File: src/rtl/vxc_result_collector.sv
// Write-back collector for the complex vector update datapath: aligns issued rows to the
// datapath latency, masks padding lanes of the final row and writes rows to vector memory.
// Optional sticky error output enabled by defining VXC_COLLECT_ERR_EN.
module vxc_result_collector #(
  parameter int NOE           = 19,
  parameter int NI            = 8,
  parameter int element_width = 64,
  parameter int LAT           = 8,
  parameter int AW            = 8
) (
  input  logic                        clk,
  input  logic                        reset,
  input  logic                        start,
  input  logic [AW-1:0]               base_addr,
  input  logic                        in_valid,
  input  logic [element_width*NI-1:0] result,
  output logic                        wr_en,
  output logic [AW-1:0]               wr_addr,
  output logic [element_width*NI-1:0] wr_data,
  output logic                        busy,
  output logic                        done,
`ifdef VXC_COLLECT_ERR_EN
  output logic                        err,
`endif
  output logic [1:0]                  dbg_state
);

  localparam int DW         = element_width * NI;
  localparam int ROWS       = (NOE + NI - 1) / NI;
  localparam int LAST_VALID = NOE % NI;
  localparam int CW         = $clog2(ROWS + 1);
  localparam logic [CW-1:0] ROWS_C   = CW'(ROWS);
  localparam logic [CW-1:0] LAST_ROW = CW'(ROWS - 1);

  typedef enum logic [1:0] {
    S_IDLE = 2'd0,
    S_RUN  = 2'd1,
    S_DONE = 2'd2
  } state_t;

  state_t          state_q, state_d;
  logic [AW-1:0]   base_q, base_d;
  logic [CW-1:0]   issue_cnt_q, issue_cnt_d;
  logic [CW-1:0]   wr_cnt_q, wr_cnt_d;
  logic [LAT-1:0]  vpipe_q, vpipe_d;
  logic            wr_en_q, wr_en_d;
  logic [AW-1:0]   wr_addr_q, wr_addr_d;
  logic [DW-1:0]   wr_data_q, wr_data_d;
  logic            busy_q, busy_d;
  logic            done_q, done_d;

  logic            accepted;
  logic            sample;
  logic            last_row;
  logic [DW-1:0]   masked;

  // A row issue is a one-cycle in_valid with no back-pressure: it counts only while
  // RUN still owes rows; anything else is dropped and never reaches memory.
  always_comb begin
    accepted = (state_q == S_RUN) && in_valid && (issue_cnt_q < ROWS_C);
    sample   = (state_q == S_RUN) && vpipe_q[LAT-1];
    last_row = (wr_cnt_q == LAST_ROW);
  end

  always_comb begin
    masked = result;
    for (int j = 0; j < NI; j++) begin
      if (last_row && (LAST_VALID != 0) && (j >= LAST_VALID)) begin
        masked[element_width*(NI-j)-1 -: element_width] = '0;
      end
    end
  end

  always_comb begin
    state_d     = state_q;
    base_d      = base_q;
    issue_cnt_d = issue_cnt_q;
    wr_cnt_d    = wr_cnt_q;
    vpipe_d     = (vpipe_q << 1) | LAT'(accepted);
    wr_en_d     = 1'b0;
    wr_addr_d   = wr_addr_q;
    wr_data_d   = wr_data_q;
    busy_d      = busy_q;
    done_d      = 1'b0;
    case (state_q)
      S_IDLE: begin
        if (start) begin
          base_d      = base_addr;
          issue_cnt_d = '0;
          wr_cnt_d    = '0;
          busy_d      = 1'b1;
          state_d     = S_RUN;
        end
      end
      S_RUN: begin
        if (accepted) begin
          issue_cnt_d = issue_cnt_q + CW'(1);
        end
        if (sample) begin
          wr_en_d   = 1'b1;
          wr_addr_d = base_q + AW'(wr_cnt_q);
          wr_data_d = masked;
          wr_cnt_d  = wr_cnt_q + CW'(1);
          if (last_row) begin
            state_d = S_DONE;
          end
        end
      end
      S_DONE: begin
        done_d  = 1'b1;
        busy_d  = 1'b0;
        state_d = S_IDLE;
      end
      default: state_d = S_IDLE;
    endcase
  end

  always_ff @(posedge clk or posedge reset) begin
    if (reset) begin
      state_q     <= S_IDLE;
      base_q      <= '0;
      issue_cnt_q <= '0;
      wr_cnt_q    <= '0;
      vpipe_q     <= '0;
      wr_en_q     <= 1'b0;
      wr_addr_q   <= '0;
      wr_data_q   <= '0;
      busy_q      <= 1'b0;
      done_q      <= 1'b0;
    end else begin
      state_q     <= state_d;
      base_q      <= base_d;
      issue_cnt_q <= issue_cnt_d;
      wr_cnt_q    <= wr_cnt_d;
      vpipe_q     <= vpipe_d;
      wr_en_q     <= wr_en_d;
      wr_addr_q   <= wr_addr_d;
      wr_data_q   <= wr_data_d;
      busy_q      <= busy_d;
      done_q      <= done_d;
    end
  end

`ifdef VXC_COLLECT_ERR_EN
  logic err_q, err_d;

  // An accepted start clears the flag, but an error event in that same cycle still sets it.
  always_comb begin
    err_d = ((state_q == S_IDLE) && start) ? 1'b0 : err_q;
    if (in_valid && (state_q != S_RUN)) err_d = 1'b1;
    if (in_valid && (state_q == S_RUN) && (issue_cnt_q == ROWS_C)) err_d = 1'b1;
    if (start && busy_q) err_d = 1'b1;
  end

  always_ff @(posedge clk or posedge reset) begin
    if (reset) err_q <= 1'b0;
    else       err_q <= err_d;
  end

  assign err = err_q;
`endif

  assign wr_en     = wr_en_q;
  assign wr_addr   = wr_addr_q;
  assign wr_data   = wr_data_q;
  assign busy      = busy_q;
  assign done      = done_q;
  assign dbg_state = state_q;

endmodule

File: config.mk
export PLATFORM = sky130hd
export DESIGN_NAME = vxc_result_collector
export DESIGN_NICKNAME = d
export VERILOG_FILES = /design/src/rtl/vxc_result_collector.sv
export SDC_FILE = /design/constraint.sdc
export NUM_CORES = 1
export LEC_CHECK = 0
export CORE_AREA = 2 2 405 407
export DETAILED_ROUTE_END_ITERATION = 10
export DIE_AREA = 0 0 407 409
export PLACE_DENSITY_LB_ADDON = 0.1
export SLEW_MARGIN = 20
export SYNTH_ARGS = -nofsm -noshare
export SYNTH_HDL_FRONTEND = slang
export SYNTH_SLANG_ARGS = --single-unit
File: constraint.sdc
create_clock -name clk -period 33.7 [get_ports clk]
set_input_delay 6.74 -clock clk [delete_from_list [all_inputs] [get_ports clk]]
set_output_delay 6.74 -clock clk [all_outputs]
set_load 0.005 [all_outputs]
==> results of run 1 <==
## worst max-delay path: cells and delay by family
kind                   cells  cell delay, ns
buffers and inverters      5            3.25
## registers in the layout (all words and copies together), names as in the netlist
name and count:
base_q 8, busy 1, dbg_state 2, done 1
issue_cnt_q 2, vpipe_q 8, wr_addr 8, wr_cnt_q 2
wr_data 512, wr_en 1
## worst min path at each step
stage               slack, ns  cells after the start              endpoint
finish                   0.34                      0  vpipe_q[6]$_DFF_PP0_
detailed placement       0.34                      0  vpipe_q[5]$_DFF_PP0_
global placement         0.33                      0  vpipe_q[3]$_DFF_PP0_
CTS                      0.35                      0  vpipe_q[6]$_DFF_PP0_
global route             0.35                      0  vpipe_q[3]$_DFF_PP0_
floorplan                0.33                      0  vpipe_q[1]$_DFF_PP0_
## cells in the mapped netlist, drive strengths merged, types with 2 or more instances
cell	count
nand2	1241
dfrtp	545
nand3b	322
buf	112
clkbuf	40
o21ai	12
inv	10
nand3	6
nor2	5
ha	4
a31oi	3
a21oi	2
nor2b	2
or3	2
or4	2
xor2	2
## where the power goes
part / total (mW) / internal, mW / leakage (nW) / switching, mW
logic: 1.62 / 0.785 / 8.81 / 0.833
clock network: 0.826 / 0.491 / 1.25 / 0.335
registers: 1.13 / 0.969 / 6.79 / 0.165
## metrics by stage
step / power, mW / area [um2] / hold slack [ns]
after CTS: 3.70 / 37100 / 0.348
after floorplan: 1.87 / 22300 / 0.331
after detailed placement: 2.83 / 34600 / 0.336
after global placement: 2.83 / 34600 / 0.333
final: 3.58 / 37100 / 0.344
after global routing: 3.87 / 37100 / 0.351
## layout make-up
cell class / count / area (um2)
Antenna cell: 16 / 40.0
Clock buffer: 110 / 2230
Clock inverter: 25 / 274
Fill cell: 17807 / 125000
Inverter: 10 / 61.3
Multi-Input combinational cell: 1614 / 7450
Sequential cell: 545 / 13600
Tap cell: 2175 / 2720
Timing Repair Buffer: 1067 / 10700
## metal layers
layer | vias to the layer above | wire length, um | track usage
li1 | 9314 | - | -
met1 | 9426 | 41900 | 0.139
met2 | 692 | 55300 | 0.223
met3 | 174 | 11700 | 0.0598
met4 | 50 | 2780 | 0.0441
met5 | - | 324 | 0
## cells by family after synthesis
logic type      Yosys count  share of synthesized area
simple gates           1586                      0.324
xor+xnor                  2                   0.000787
mux                       1                   0.000450
flops                   545                      0.613
compound gates           20                    0.00506
fa+ha+maj                 5                    0.00315
buf+inv                 162                     0.0538
==> results_dict.tcl, run 1 <==
set metrics [dict create \
    yosys_warnings 0 \
    fmax_mhz 105 \
    clock_latency_ns 0.66 \
    cp-endpoint "wr_data[136]$_DFFE_PP0P_" \
    leakage_nw 16.9 \
    dp_slack_ns 23.21 \
    core-area_um2 162000 \
    cp.arrival_ns 10.23 \
    rr_startpoint "dbg_state[0]$_DFFE_PP0P_" \
    hold_violations 0 \
    io_buffers 1048 \
    rr_endpoint "wr_data[409]$_DFFE_PP0P_" \
    syn-num-nets 2850 \
    nets 3843 \
    ff2ff_path_depth 7 \
    cp_cell_sequence "clkdlybuf4s50_1 -> inv_8 -> buf_4 -> buf_4 -> buf_4" \
    clk_pin_slew_ns 0.05 \
    yosys-top-cells-area "dfrtp_1, nand2_1, nand3b_1" \
    tritoncts "done" \
    num_rows 148 \
    yosysTopAreaCell "dfrtp_1" \
    r2r_slack_ns 29.09 \
    ant_nets 0 \
    finish.utilization 0.229 \
    drc 0 \
    routedWlPerCell_um 20.1 \
    post-cts-setup-buffers 0 \
    max_slew_margin 0.239 \
    crit_start "reset" \
    setup.worst_path.end_class "async pin" \
    die_w_um 407 \
    fin_cells 5562 \
    dp.cells 5411 \
    path_max_fanout 84 \
    ys.flop_type "dfrtp_1" \
    clock_path_buffers 3 \
    clock_skew_ns 0.0232 \
    die_h_um 409 \
    drive_gt1_frac 0.0430 \
    ir_drop_mv 0.0617 \
    avgSynthCellArea_um2 9.59 \
    synth-async-reset-ratio 1.00 \
    period_share 0.284 \
    initial_core_util 0.137 \
    vias 19656 \
    p_per_area_nw_per_um2 96.4 \
    min_path_type "reg2reg" \
    max_cap_viol_count 0 \
    slew_viol_final 0 \
    cp.required_ns 34.36 \
    grt-ovfl-total 0 \
    drt_wl_total_mm 112 \
    cts_resized 0 \
    mostFrequentLayoutCell "nand2_1" \
    path_class "in2async" \
    cpMostUsedCell "buf_4" \
    post_drt_via_cell_ratio 3.53 \
    cp-start-kind "primary input" \
    numCtsBuffers 76 \
    place_congestion 0.765 \
    io_pins 1049 \
    drt_iter0_drc 923 \
    yosysSeqAreaShare 0.613 \
    rsz0062_at_grt "no" \
    yosysUniqueCellTypes 32 \
    max_stage_delay_ns 0.78 \
    dieArea_um2 166000 \
    grt_pass1_vias 20393 \
    finalSetupTns_ns 0 \
    min_from "vpipe_q[5]$_DFF_PP0_" \
    tightest_slew_ns 1.14 \
    cts_root_buf "clkbuf_16" \
    worst_slack_ns 24.13 \
    htree_levels 3 \
    min_period_ns 9.57 \
    ys_seq_elements 545 \
    syn_to_final_growth_pct 66.7 \
    dpl.hpwl_mm 79.8 \
    grt_pass1_wl_mm 156 \
    yosys.area.top_type_share 0.613 \
    synth-edff-count 0 \
    antenna_found_initial 46 \
    status "complete, no violations" \
    crit_path_top_delay_cell "buf_4" \
    setup_violations 0 \
    grtUsageTotal 0.130 \
    cts_sinks 545 \
    grt_max_degree 187 \
    syn_area_um2 22300 \
    synth_cells 2321 \
    cts_hold_buf 0 \
    firstDrtPassIters 6 \
    mostFrequentLayoutCells "nand2_1, clkdlybuf4s50_1, dfrtp_1" \
]
Note: power is estimated with default switching activity, not from simulation.
==> inputs of run 2 (changes only) <==
--- a/config.mk
+++ b/config.mk
@@ -5,9 +5,9 @@
 export SDC_FILE = /design/constraint.sdc
 export NUM_CORES = 1
 export LEC_CHECK = 0
-export CORE_AREA = 2 2 405 407
+export CORE_AREA = 2 2 412 414
 export DETAILED_ROUTE_END_ITERATION = 10
-export DIE_AREA = 0 0 407 409
+export DIE_AREA = 0 0 414 416
 export PLACE_DENSITY_LB_ADDON = 0.1
 export SLEW_MARGIN = 20
 export SYNTH_ARGS = -nofsm -noshare
==> constraint.sdc (replaced) <==
create_clock -name clk -period 9.89 [get_ports clk]
set_input_delay 1.978 -clock clk [delete_from_list [all_inputs] [get_ports clk]]
set_output_delay 1.978 -clock clk [all_outputs]
set_load 0.005 [all_outputs]
==> results_dict.tcl, run 2 (synthesized netlist as in run 1, its figures left out) <==
set metrics [dict create \
    status "complete, no violations" \
    finalSetupTns_ns 0 \
    slew_viol_final 0 \
    p_per_area_nw_per_um2 326 \
    worstHoldPathCells 0 \
    die_h_um 416 \
    ff2ff_path_depth 6 \
    cts_resized 0 \
    tightest_slew_ns 0.989 \
    clock_latency_ns 0.68 \
    cp.required_ns 10.47 \
    rr_endpoint "wr_data[89]$_DFFE_PP0P_" \
    r2r_slack_ns 5.91 \
    path_class "reg2reg" \
    cp-start-kind "register" \
    routedWlPerCell_um 19.5 \
    firstDrtPassIters 5 \
    num_rows 151 \
    clock_path_buffers 3 \
    hold_violations 0 \
    leakage_nw 16.8 \
    syn_to_final_growth_pct 66.9 \
    nets 3847 \
    antenna_found_initial 26 \
    cts_sinks 545 \
    initial_core_util 0.132 \
    dieArea_um2 172000 \
    min_period_ns 3.98 \
    post_drt_via_cell_ratio 3.47 \
    grt-ovfl-total 0 \
    min_from "vpipe_q[2]$_DFF_PP0_" \
    period_share 0.403 \
    largest_register_ffs 512 \
    htree_levels 3 \
    numCtsBuffers 78 \
    setup_violations 0 \
    die_w_um 414 \
    place_congestion 0.752 \
    rsz0062_at_grt "no" \
    mostFrequentLayoutCell "nand2_1" \
    max_cap_viol_count 0 \
    io_buffers 1048 \
    holdPathEnd "vpipe_q[3]$_DFF_PP0_" \
    min_path_type "reg2reg" \
    core-area_um2 168000 \
    clk_pin_slew_ns 0.06 \
    ant_nets 0 \
    max_slew_margin 0.341 \
    tritoncts "done" \
    grt_pass1_wl_mm 156 \
    ir_drop_mv 0.254 \
    drc 0 \
    drive_gt1_frac 0.0415 \
    dpl.hpwl_mm 77.4 \
    mostFrequentLayoutCells "nand2_1, clkdlybuf4s50_1, dfrtp_1" \
    io_pins 1049 \
    vias 19450 \
    rr_startpoint "dbg_state[0]$_DFFE_PP0P_" \
    grt_max_degree 171 \
    grt_pass1_vias 20263 \
    cts_hold_buf 0 \
    cts_root_buf "clkbuf_16" \
    fmax_mhz 251 \
    cp.arrival_ns 4.57 \
    path_max_fanout 170 \
    dp.cells 5456 \
    fin_cells 5599 \
    grtUsageTotal 0.124 \
    drt_wl_total_mm 109 \
    clock_skew_ns 0.0245 \
    drt_iter0_drc 859 \
    setup.worst_path.end_class "register" \
    final.fill_count 18465 \
    post-cts-setup-buffers 0 \
]
run 2: cell types whose count changed in the layout (fill, tap and decap cells not counted), moves of 2 or more:
cell,delta
clkbuf_1,+8
clkbuf_16,+2
clkinv_2,-7
clkinvlp_4,+3
diode_2,-9
run 2: critical path: stages (launching register included):
cell      delay (ns)
dfrtp_1         0.53
nand3b_4        0.64
inv_16          0.76
buf_4           0.66
buf_4           0.72
nand3b_1        0.16
nand2_1         0.10
run 2: through the flow:
stage	setup WS [ns]	cell area (um2)	utilization	hold WS [ns]	power (mW)
global route	5.49	37200	0.221	0.357	13.1
detailed placement	5.55	34600	0.206	0.336	9.57
floorplan	0.498	22300	-	0.331	6.36
CTS	5.75	37100	0.221	0.350	12.5
finish	5.91	37200	0.221	0.346	12.1
global placement	5.51	34600	0.206	0.333	9.58
run 2: layout make-up:
type	instances	area, um2	area share
clock buffer	119	2300	0.0618
inverter	10	57.6	0.00155
antenna	7	17.5	0.000471
multi-input combinational	1614	7450	0.201
tap	2218	2780	0.0747
timing repair buffer	1069	10700	0.289
clock inverter	17	195	0.00525
sequential	545	13600	0.367
run 2: worst max-delay path by stage:
stage,from,to,slack [ns],cells after the start
global route,dbg_state[0]$_DFFE_PP0P_,wr_data[97]$_DFFE_PP0P_,5.49,6
detailed placement,reset,wr_data[432]$_DFFE_PP0P_,5.55,4
floorplan,reset,base_q[0]$_DFFE_PP0P_,0.50,1
global placement,reset,wr_data[430]$_DFFE_PP0P_,5.51,4
CTS,dbg_state[0]$_DFFE_PP0P_,wr_data[101]$_DFFE_PP0P_,5.75,6
finish,dbg_state[0]$_DFFE_PP0P_,wr_data[89]$_DFFE_PP0P_,5.91,6
run 2: report_power, final:
group / switching, mW / internal (mW) / leakage [nW]
registers: 0.585 / 3.30 / 6.79
clock network: 1.12 / 1.67 / 1.22
logic: 2.77 / 2.67 / 8.82
run 2: routing by layer:
metal  global-route usage  wire length [um]  up-vias
li1                     -                 -     9311
met1                0.140             43300     9324
met2                0.206             53100      657
met3               0.0555             10200      128
met4               0.0413              2410       30
met5                    0               198        -
